`src/rtl/fetch_unit_pkg.sv`:
```
// fetch_unit_pkg -- types and constants shared by the instruction fetch unit.
//   fetch_state_e : fetch FSM state encoding
//   NOP_INSTR     : instruction word inserted as a misaligned-target marker
//   fetch_entry_t : one instruction FIFO entry {pc, instr, misaligned}
//   FIFO_DEPTH    : instruction FIFO capacity
package fetch_unit_pkg;

  typedef enum logic [1:0] {
    ST_REQ,   // request driven to instruction memory
    ST_WAIT,  // one request outstanding, waiting for rvalid
    ST_FULL,  // FIFO full, no request until decode pops
    ST_ERR    // halted on misaligned redirect target
  } fetch_state_e;

  localparam logic [31:0] NOP_INSTR  = 32'h0000_0013;
  localparam int unsigned FIFO_DEPTH = 2;

  typedef struct packed {
    logic [31:0] pc;
    logic [31:0] instr;
    logic        misaligned;
  } fetch_entry_t;

endpackage

```
`src/rtl/fetch_unit_if.sv`:
```
// fetch_unit_if -- bundles the fetch unit's redirect, instruction-memory and
// decode-side handshake signals.
//   master : fetch unit side (drives o_*, receives i_*)
//   slave  : environment side (memory, branch control, decode)
interface fetch_unit_if;

  // redirect from branch/jump control
  logic        i_B_J_result;
  logic [31:0] i_target;
  // instruction memory
  logic        o_imem_req;
  logic [31:0] o_imem_addr;
  logic        i_imem_gnt;
  logic        i_imem_rvalid;
  logic [31:0] i_imem_rdata;
  // decode side
  logic        o_if_valid;
  logic [31:0] o_if_instr;
  logic [31:0] o_if_pc;
  logic        i_id_ready;
  logic        o_if_misaligned;

  modport master (
    input  i_B_J_result, i_target,
    input  i_imem_gnt, i_imem_rvalid, i_imem_rdata,
    input  i_id_ready,
    output o_imem_req, o_imem_addr,
    output o_if_valid, o_if_instr, o_if_pc, o_if_misaligned
  );

  modport slave (
    output i_B_J_result, i_target,
    output i_imem_gnt, i_imem_rvalid, i_imem_rdata,
    output i_id_ready,
    input  o_imem_req, o_imem_addr,
    input  o_if_valid, o_if_instr, o_if_pc, o_if_misaligned
  );

endinterface

```
`src/rtl/fetch_unit_fifo.sv`:
```
// fetch_fifo -- 2-entry instruction FIFO for the fetch unit.
//   clk, rst_n  : clock, synchronous active-low reset
//   flush       : drop all entries; a simultaneous push lands as the only entry
//   push, wdata : write one entry (accepted when not full or when popping)
//   pop         : remove head entry (ignored when empty)
//   head, valid : head entry straight from storage, non-empty flag
//   count       : number of entries held (0..2)
module fetch_fifo
  import fetch_unit_pkg::*;
(
  input  logic         clk,
  input  logic         rst_n,
  input  logic         flush,
  input  logic         push,
  input  fetch_entry_t wdata,
  input  logic         pop,
  output fetch_entry_t head,
  output logic         valid,
  output logic [1:0]   count
);

  fetch_entry_t mem_q [FIFO_DEPTH];
  fetch_entry_t mem_d [FIFO_DEPTH];
  logic         rd_q, rd_d;
  logic [1:0]   cnt_q, cnt_d;

  logic pop_ok;
  logic push_ok;
  logic wr_ptr;

  assign pop_ok  = pop && (cnt_q != 2'd0);
  assign push_ok = push && ((cnt_q != 2'd2) || pop_ok);
  // With two slots the write slot is the head when empty or full (a full
  // FIFO only accepts a push together with a pop, reusing the freed head
  // slot), and the other slot when one entry is held.
  assign wr_ptr  = rd_q ^ cnt_q[0];

  always_comb begin
    mem_d = mem_q;
    rd_d  = rd_q;
    cnt_d = cnt_q;
    if (flush) begin
      rd_d  = 1'b0;
      cnt_d = push ? 2'd1 : 2'd0;
      if (push) mem_d[0] = wdata;
    end else begin
      if (push_ok) mem_d[wr_ptr] = wdata;
      rd_d  = rd_q ^ pop_ok;
      cnt_d = cnt_q + {1'b0, push_ok} - {1'b0, pop_ok};
    end
  end

  always_ff @(posedge clk) begin
    if (!rst_n) begin
      mem_q <= '{default: '0};
      rd_q  <= 1'b0;
      cnt_q <= '0;
    end else begin
      mem_q <= mem_d;
      rd_q  <= rd_d;
      cnt_q <= cnt_d;
    end
  end

  assign head  = mem_q[rd_q];
  assign valid = (cnt_q != 2'd0);
  assign count = cnt_q;

endmodule

```
`src/rtl/fetch_unit.sv`:
```
// fetch_unit -- instruction fetch stage: one outstanding instruction-memory
// request, 2-entry instruction FIFO towards decode, branch/jump redirect.
//   BOOT_ADDR : word-aligned PC loaded on reset
//   i_clk     : clock
//   i_rst_n   : synchronous active-low reset
//   bus       : fetch_unit_if.master -- redirect (i_B_J_result/i_target),
//               memory (o_imem_req/o_imem_addr/i_imem_gnt/i_imem_rvalid/
//               i_imem_rdata), decode (o_if_valid/o_if_instr/o_if_pc/
//               i_id_ready/o_if_misaligned)
// Build option: define FETCH_MISALIGN_CHECK_EN to trap redirects to
// non-word-aligned targets (marker entry + halt in ST_ERR). Without it the
// target's low two bits are ignored and o_if_misaligned is always 0.
module fetch_unit
  import fetch_unit_pkg::*;
#(
  parameter logic [31:0] BOOT_ADDR = 32'h0000_0000
) (
  input  logic         i_clk,
  input  logic         i_rst_n,
  fetch_unit_if.master bus
);

  fetch_state_e state_q, state_d;
  logic [31:0]  pc_q, pc_d;
  logic [31:0]  req_pc_q, req_pc_d;
  logic         discard_q, discard_d;

  logic         fifo_flush;
  logic         fifo_push;
  logic         fifo_pop;
  fetch_entry_t push_entry;
  fetch_entry_t fifo_head;
  logic         fifo_valid;
  logic [1:0]   fifo_count;
  logic [1:0]   cnt_after;

  logic [31:0]  target_eff;
  logic         still_out;

`ifdef FETCH_MISALIGN_CHECK_EN
  logic target_mis;
  assign target_mis = (bus.i_target[1:0] != 2'b00);
  assign target_eff = bus.i_target;
`else
  logic unused_target_lo;
  logic unused_head_mis;
  assign unused_target_lo = |bus.i_target[1:0];
  assign unused_head_mis  = fifo_head.misaligned;
  assign target_eff       = {bus.i_target[31:2], 2'b00};
`endif

  assign fifo_pop = bus.o_if_valid & bus.i_id_ready;

  // A memory response is still owed after this cycle when a request is
  // granted now, or when one was already owed and its rvalid is not here yet.
  assign still_out = ((state_q == ST_REQ) && bus.i_imem_gnt) ||
                     (((state_q == ST_WAIT) || discard_q) && !bus.i_imem_rvalid);

  always_comb begin
    state_d    = state_q;
    pc_d       = pc_q;
    req_pc_d   = req_pc_q;
    discard_d  = discard_q;
    fifo_flush = 1'b0;
    fifo_push  = 1'b0;
    push_entry = '{pc: req_pc_q, instr: bus.i_imem_rdata, misaligned: 1'b0};
    cnt_after  = fifo_count;

    // The response to an abandoned request is consumed wherever it lands.
    if (bus.i_imem_rvalid && discard_q) discard_d = 1'b0;

    if (bus.i_B_J_result) begin
      fifo_flush = 1'b1;
      pc_d       = target_eff;
      discard_d  = still_out;
      state_d    = still_out ? ST_WAIT : ST_REQ;
`ifdef FETCH_MISALIGN_CHECK_EN
      if (target_mis) begin
        fifo_push  = 1'b1;
        push_entry = '{pc: bus.i_target, instr: NOP_INSTR, misaligned: 1'b1};
        state_d    = ST_ERR;
      end
`endif
    end else begin
      case (state_q)
        ST_REQ: begin
          if (bus.i_imem_gnt) begin
            req_pc_d = pc_q;
            pc_d     = pc_q + 32'd4;
            state_d  = ST_WAIT;
          end
        end
        ST_WAIT: begin
          if (bus.i_imem_rvalid) begin
            fifo_push = !discard_q;
            cnt_after = fifo_count + {1'b0, !discard_q} - {1'b0, fifo_pop};
            state_d   = (cnt_after < 2'd2) ? ST_REQ : ST_FULL;
          end
        end
        ST_FULL: begin
          if (fifo_pop) state_d = ST_REQ;
        end
        ST_ERR: begin
          state_d = ST_ERR;
        end
        default: state_d = ST_REQ;
      endcase
    end
  end

  always_ff @(posedge i_clk) begin
    if (!i_rst_n) begin
      state_q   <= ST_REQ;
      pc_q      <= BOOT_ADDR;
      req_pc_q  <= BOOT_ADDR;
      discard_q <= 1'b0;
    end else begin
      state_q   <= state_d;
      pc_q      <= pc_d;
      req_pc_q  <= req_pc_d;
      discard_q <= discard_d;
    end
  end

  fetch_fifo u_fifo (
    .clk   (i_clk),
    .rst_n (i_rst_n),
    .flush (fifo_flush),
    .push  (fifo_push),
    .wdata (push_entry),
    .pop   (fifo_pop),
    .head  (fifo_head),
    .valid (fifo_valid),
    .count (fifo_count)
  );

  // Reset gates the outputs so nothing is requested or presented while
  // i_rst_n is low, even before the first reset edge has cleared the state.
  assign bus.o_imem_req  = (state_q == ST_REQ) && i_rst_n;
  assign bus.o_imem_addr = pc_q;
  assign bus.o_if_valid  = fifo_valid && i_rst_n;
  assign bus.o_if_instr  = fifo_head.instr;
  assign bus.o_if_pc     = fifo_head.pc;
`ifdef FETCH_MISALIGN_CHECK_EN
  assign bus.o_if_misaligned = fifo_valid && fifo_head.misaligned && i_rst_n;
`else
  assign bus.o_if_misaligned = 1'b0;
`endif

endmodule

```
`src/flat_wrapper.sv`:
```
// flat-port wrapper written by rule: the top's interface ports become plain ports
module fetch_unit_flat import fetch_unit_pkg::*;
#(
  parameter logic [31:0] BOOT_ADDR = 32'h0000_0000
)
  (i_clk, i_rst_n, bus_i_B_J_result, bus_i_target, bus_i_imem_gnt, bus_i_imem_rvalid, bus_i_imem_rdata, bus_i_id_ready, bus_o_imem_req, bus_o_imem_addr, bus_o_if_valid, bus_o_if_instr, bus_o_if_pc, bus_o_if_misaligned);
  fetch_unit_if bus_i ();
  input  logic i_clk;
  input  logic i_rst_n;
  input wire logic [$bits(bus_i.i_B_J_result)-1:0] bus_i_B_J_result;
  input wire logic [$bits(bus_i.i_target)-1:0] bus_i_target;
  input wire logic [$bits(bus_i.i_imem_gnt)-1:0] bus_i_imem_gnt;
  input wire logic [$bits(bus_i.i_imem_rvalid)-1:0] bus_i_imem_rvalid;
  input wire logic [$bits(bus_i.i_imem_rdata)-1:0] bus_i_imem_rdata;
  input wire logic [$bits(bus_i.i_id_ready)-1:0] bus_i_id_ready;
  output wire logic [$bits(bus_i.o_imem_req)-1:0] bus_o_imem_req;
  output wire logic [$bits(bus_i.o_imem_addr)-1:0] bus_o_imem_addr;
  output wire logic [$bits(bus_i.o_if_valid)-1:0] bus_o_if_valid;
  output wire logic [$bits(bus_i.o_if_instr)-1:0] bus_o_if_instr;
  output wire logic [$bits(bus_i.o_if_pc)-1:0] bus_o_if_pc;
  output wire logic [$bits(bus_i.o_if_misaligned)-1:0] bus_o_if_misaligned;
  assign bus_i.i_B_J_result = bus_i_B_J_result;
  assign bus_i.i_target = bus_i_target;
  assign bus_i.i_imem_gnt = bus_i_imem_gnt;
  assign bus_i.i_imem_rvalid = bus_i_imem_rvalid;
  assign bus_i.i_imem_rdata = bus_i_imem_rdata;
  assign bus_i.i_id_ready = bus_i_id_ready;
  assign bus_o_imem_req = bus_i.o_imem_req;
  assign bus_o_imem_addr = bus_i.o_imem_addr;
  assign bus_o_if_valid = bus_i.o_if_valid;
  assign bus_o_if_instr = bus_i.o_if_instr;
  assign bus_o_if_pc = bus_i.o_if_pc;
  assign bus_o_if_misaligned = bus_i.o_if_misaligned;
  fetch_unit #(.BOOT_ADDR(BOOT_ADDR)) u_core (.i_clk(i_clk), .i_rst_n(i_rst_n), .bus(bus_i));
endmodule
```
`config.mk`:
```
export PLATFORM = sky130hd
export DESIGN_NAME = fetch_unit_flat
export DESIGN_NICKNAME = d
export VERILOG_FILES = /design/src/rtl/fetch_unit_pkg.sv /design/src/rtl/fetch_unit_if.sv /design/src/rtl/fetch_unit_fifo.sv /design/src/rtl/fetch_unit.sv /design/src/flat_wrapper.sv
export SDC_FILE = /design/constraint.sdc
export NUM_CORES = 1
export LEC_CHECK = 0
export CORE_MARGIN = 2
export CORE_UTILIZATION = 35
export DETAILED_ROUTE_END_ITERATION = 12
export PLACE_DENSITY_LB_ADDON = 0.1
export SETUP_SLACK_MARGIN = 0.15
export SLEW_MARGIN = 20
export SYNTH_ARGS = -nofsm -noshare
export SYNTH_HDL_FRONTEND = slang
export SYNTH_SLANG_ARGS = --single-unit
```
`constraint.sdc`:
```
create_clock -name i_clk -period 2.73 [get_ports i_clk]
set_input_delay 0.819 -clock i_clk [delete_from_list [all_inputs] [get_ports i_clk]]
set_output_delay 0.819 -clock i_clk [all_outputs]
set_load 0.03 [all_outputs]
```
==> flow_metrics.tcl <==
set metrics [dict create \
    die_width_um 166 \
    outcome "completed" \
    synth_edf_count 0 \
    min_period_ns 2.48 \
    clk-insertion-delay-late_ns 0.43 \
    antenna_found_initial 0 \
    setup-tns-final_ns 0 \
    h-tree-depth 4 \
    wl_per_cell_um 16.8 \
    drtPass1Iterations 7 \
    grt_overflow_total 0 \
    tritoncts "done" \
    top_usage_layer "met2" \
    rsz0062_at_grt "true" \
    cp.depth 1 \
    place_congestion 0.764 \
    drcViolationCount 0 \
    yosysUniqueCellTypes 54 \
    synth_seq_cells 190 \
    cts-root-buf "clkbuf_16" \
    core_area_mm2 0.0259 \
    rows 59 \
    grt_start_max_net_pins 58 \
    hp-class "flop to flop" \
    vdd_drop_max_mv 0.378 \
    yosys_warnings 0 \
    crit_family "buffers and inverters" \
    crit_type "flop to primary output" \
    dieArea_mm2 0.0276 \
    async_flop_share_pct 0 \
    drive_gt1_share_pct 12.4 \
    io_pins 169 \
    first_global_vias 8285 \
    via_per_inst 5.36 \
    skew_ns 0.0148 \
    r2r_cells 11 \
    finalHoldViolations 0 \
    fmax_ghz 0.404 \
    grt_use_met1_pct 28.6 \
    synthesis.area_mm2 0.00921 \
    cts.clk_slew.worst_paths_ns 0.08 \
    cts_hold_buf 0 \
    synth_seq_area_share_pct 41.3 \
    hold_depth 2 \
    grt_pass1_wl_um 44900 \
    route.antenna.remaining_nets 0 \
    grt_usage_pct 19.7 \
    critPathBufInv 1 \
    cp_cell_sequence "clkdlybuf4s50_1" \
    start_kind "flop" \
    cts_buffer_depth 2 \
    setup_viol 0 \
    io_buffers 161 \
    antenna_cells 0 \
    start_util_pct 35.5 \
    cellLeakagePower_nw 4.47 \
    period_share_pct 90.7 \
    dp_hpwl_um 17600 \
    critPathMaxStageDelay_ns 0.74 \
    crit_fanout 8 \
    drt-total-wl_um 27400 \
    area_growth_pct 28.6 \
    cp_slowest_cell "clkdlybuf4s50_1" \
    avgSynthCellArea_um2 7.97 \
    grtUsageMet3_pct 3.88 \
    cts_setup_buffers 0 \
    drt_iter0_drc 678 \
    vias 8754 \
    met2_usage_pct 30.4 \
    synthCells 1156 \
    cts-buffers-inserted 17 \
    synth_ff_type "dfxtp_1" \
    drv_slew 0 \
    cp-end-kind "primary output" \
    die_h_um 166 \
    finalPower_mw 6.06 \
    drv_cap 0 \
    final_nets 1363 \
    arrival_ns 1.66 \
    clock-sinks 190 \
    power_density_mw_per_mm2 512 \
    required_ns 1.91 \
    cts_resized 1 \
]
[state kept, by name (all words and copies together) (netlist names)]
name                    count
u_core.state_q              2
u_core.u_fifo.mem_q       124
u_core.req_pc_q            30
u_core.discard_q            1
u_core.u_fifo.count         2
u_core.u_fifo.rd_q          1
u_core.bus.o_imem_addr     30
[layer usage]
metal	vias up	routed length, um
li1	4369	-
met1	4130	13900
met2	242	12000
met3	13	1390
met4	0	198
met5	-	0
[through the flow]
stage                     instances  util [%]  setup slack (ns)  hold WS (ns)  cell area [um^2]
after floorplan                1160         -             0.332         0.440              9230
after global placement         1601      43.4            0.0157         0.455             11300
after detailed placement       1601      43.4           0.00409         0.454             11300
after CTS                      1633      45.7             0.192         0.466             11800
after global routing           1633      45.7             0.143         0.496             11800
final                          1633      45.7             0.253         0.464             11800
[path summary, 6_finish.rpt]
path	startpoint	to	slack (ns)
worst max register to register	u_core.state_q[1]$_SDFFE_PN0P_	u_core.u_fifo.count[1]$_SDFF_PP0_	0.71
worst min-delay path	u_core.u_fifo.mem_q[125]$_SDFFE_PN0P_	u_core.u_fifo.mem_q[125]$_SDFFE_PN0P_	0.46
worst max-delay path	u_core.bus.o_imem_addr[4]$_SDFFE_PN0P_	bus_o_imem_addr[4]	0.25
worst min register to register	u_core.u_fifo.mem_q[125]$_SDFFE_PN0P_	u_core.u_fifo.mem_q[125]$_SDFFE_PN0P_	0.46
[layout by cell type (no fill, tap or decap), types with 5 or more instances in the layout]
cell and count:
nand2b_1 5, nand2_1 390, and4_1 5, clkbuf_16 17
xor2_1 7, buf_12 24, nor4_1 7, nand4_1 6
a21boi_0 30, inv_6 5, buf_4 80, conb_1 5
nand3_1 13, dfxtp_1 189, o21ai_0 31, nor2_1 6
inv_1 10, and2_1 7, ha_1 8, nor3_1 6
a21oi_1 143, a221o_1 122, xnor2_1 23, clkdlybuf4s50_1 95
[final cells by class]
| class | count | area (um^2) |
|---|---|---|
| Tap cell | 335 | 419 |
| Sequential cell | 190 | 3800 |
| Fill cell | 2524 | 14100 |
| Timing Repair Buffer | 202 | 2060 |
| Multi-Input combinational cell | 862 | 4930 |
| Clock inverter | 14 | 154 |
| Inverter | 12 | 45.0 |
| Clock buffer | 18 | 429 |
[cell families after synthesis]
family          after synthesis  share of synthesized area (%)
compound gates              344                           26.9
xor+xnor                     30                           2.85
mux                           2                          0.231
simple gates                473                           21.9
flops                       190                           41.3
buf+inv                     108                           5.69
fa+ha+maj                     8                           1.09
other cells                   1                         0.0407
[synthesized netlist by cell type (all sizes together) (2+ instances only)]
master	n	area share (%)
o21a	4	0.33
nand4	7	0.64
nor2b	2	0.14
and2	7	0.48
buf	62	3.6
and4	7	0.72
nand2b	5	0.34
a21boi	30	2.4
nor3	9	0.65
a221o	122	13
and3	7	0.53
nor2	9	0.42
inv	11	0.45
nand2	391	16
xnor2	23	2.2
ha	8	1.1
dfxtp	190	41
nor4	8	0.61
o21ai	31	1.7
a21oi	143	7.8
nand3b	3	0.24
clkbuf	34	1.6
nand3	15	0.92
o211a	4	0.43
xor2	7	0.67
[power by group]
group	internal (mW)	leakage, nW	switching (mW)
registers	2.83	1.54	0.0868
logic	0.287	2.66	0.365
clock network	1.30	0.276	1.19
Power figures use the tool's default switching activity.
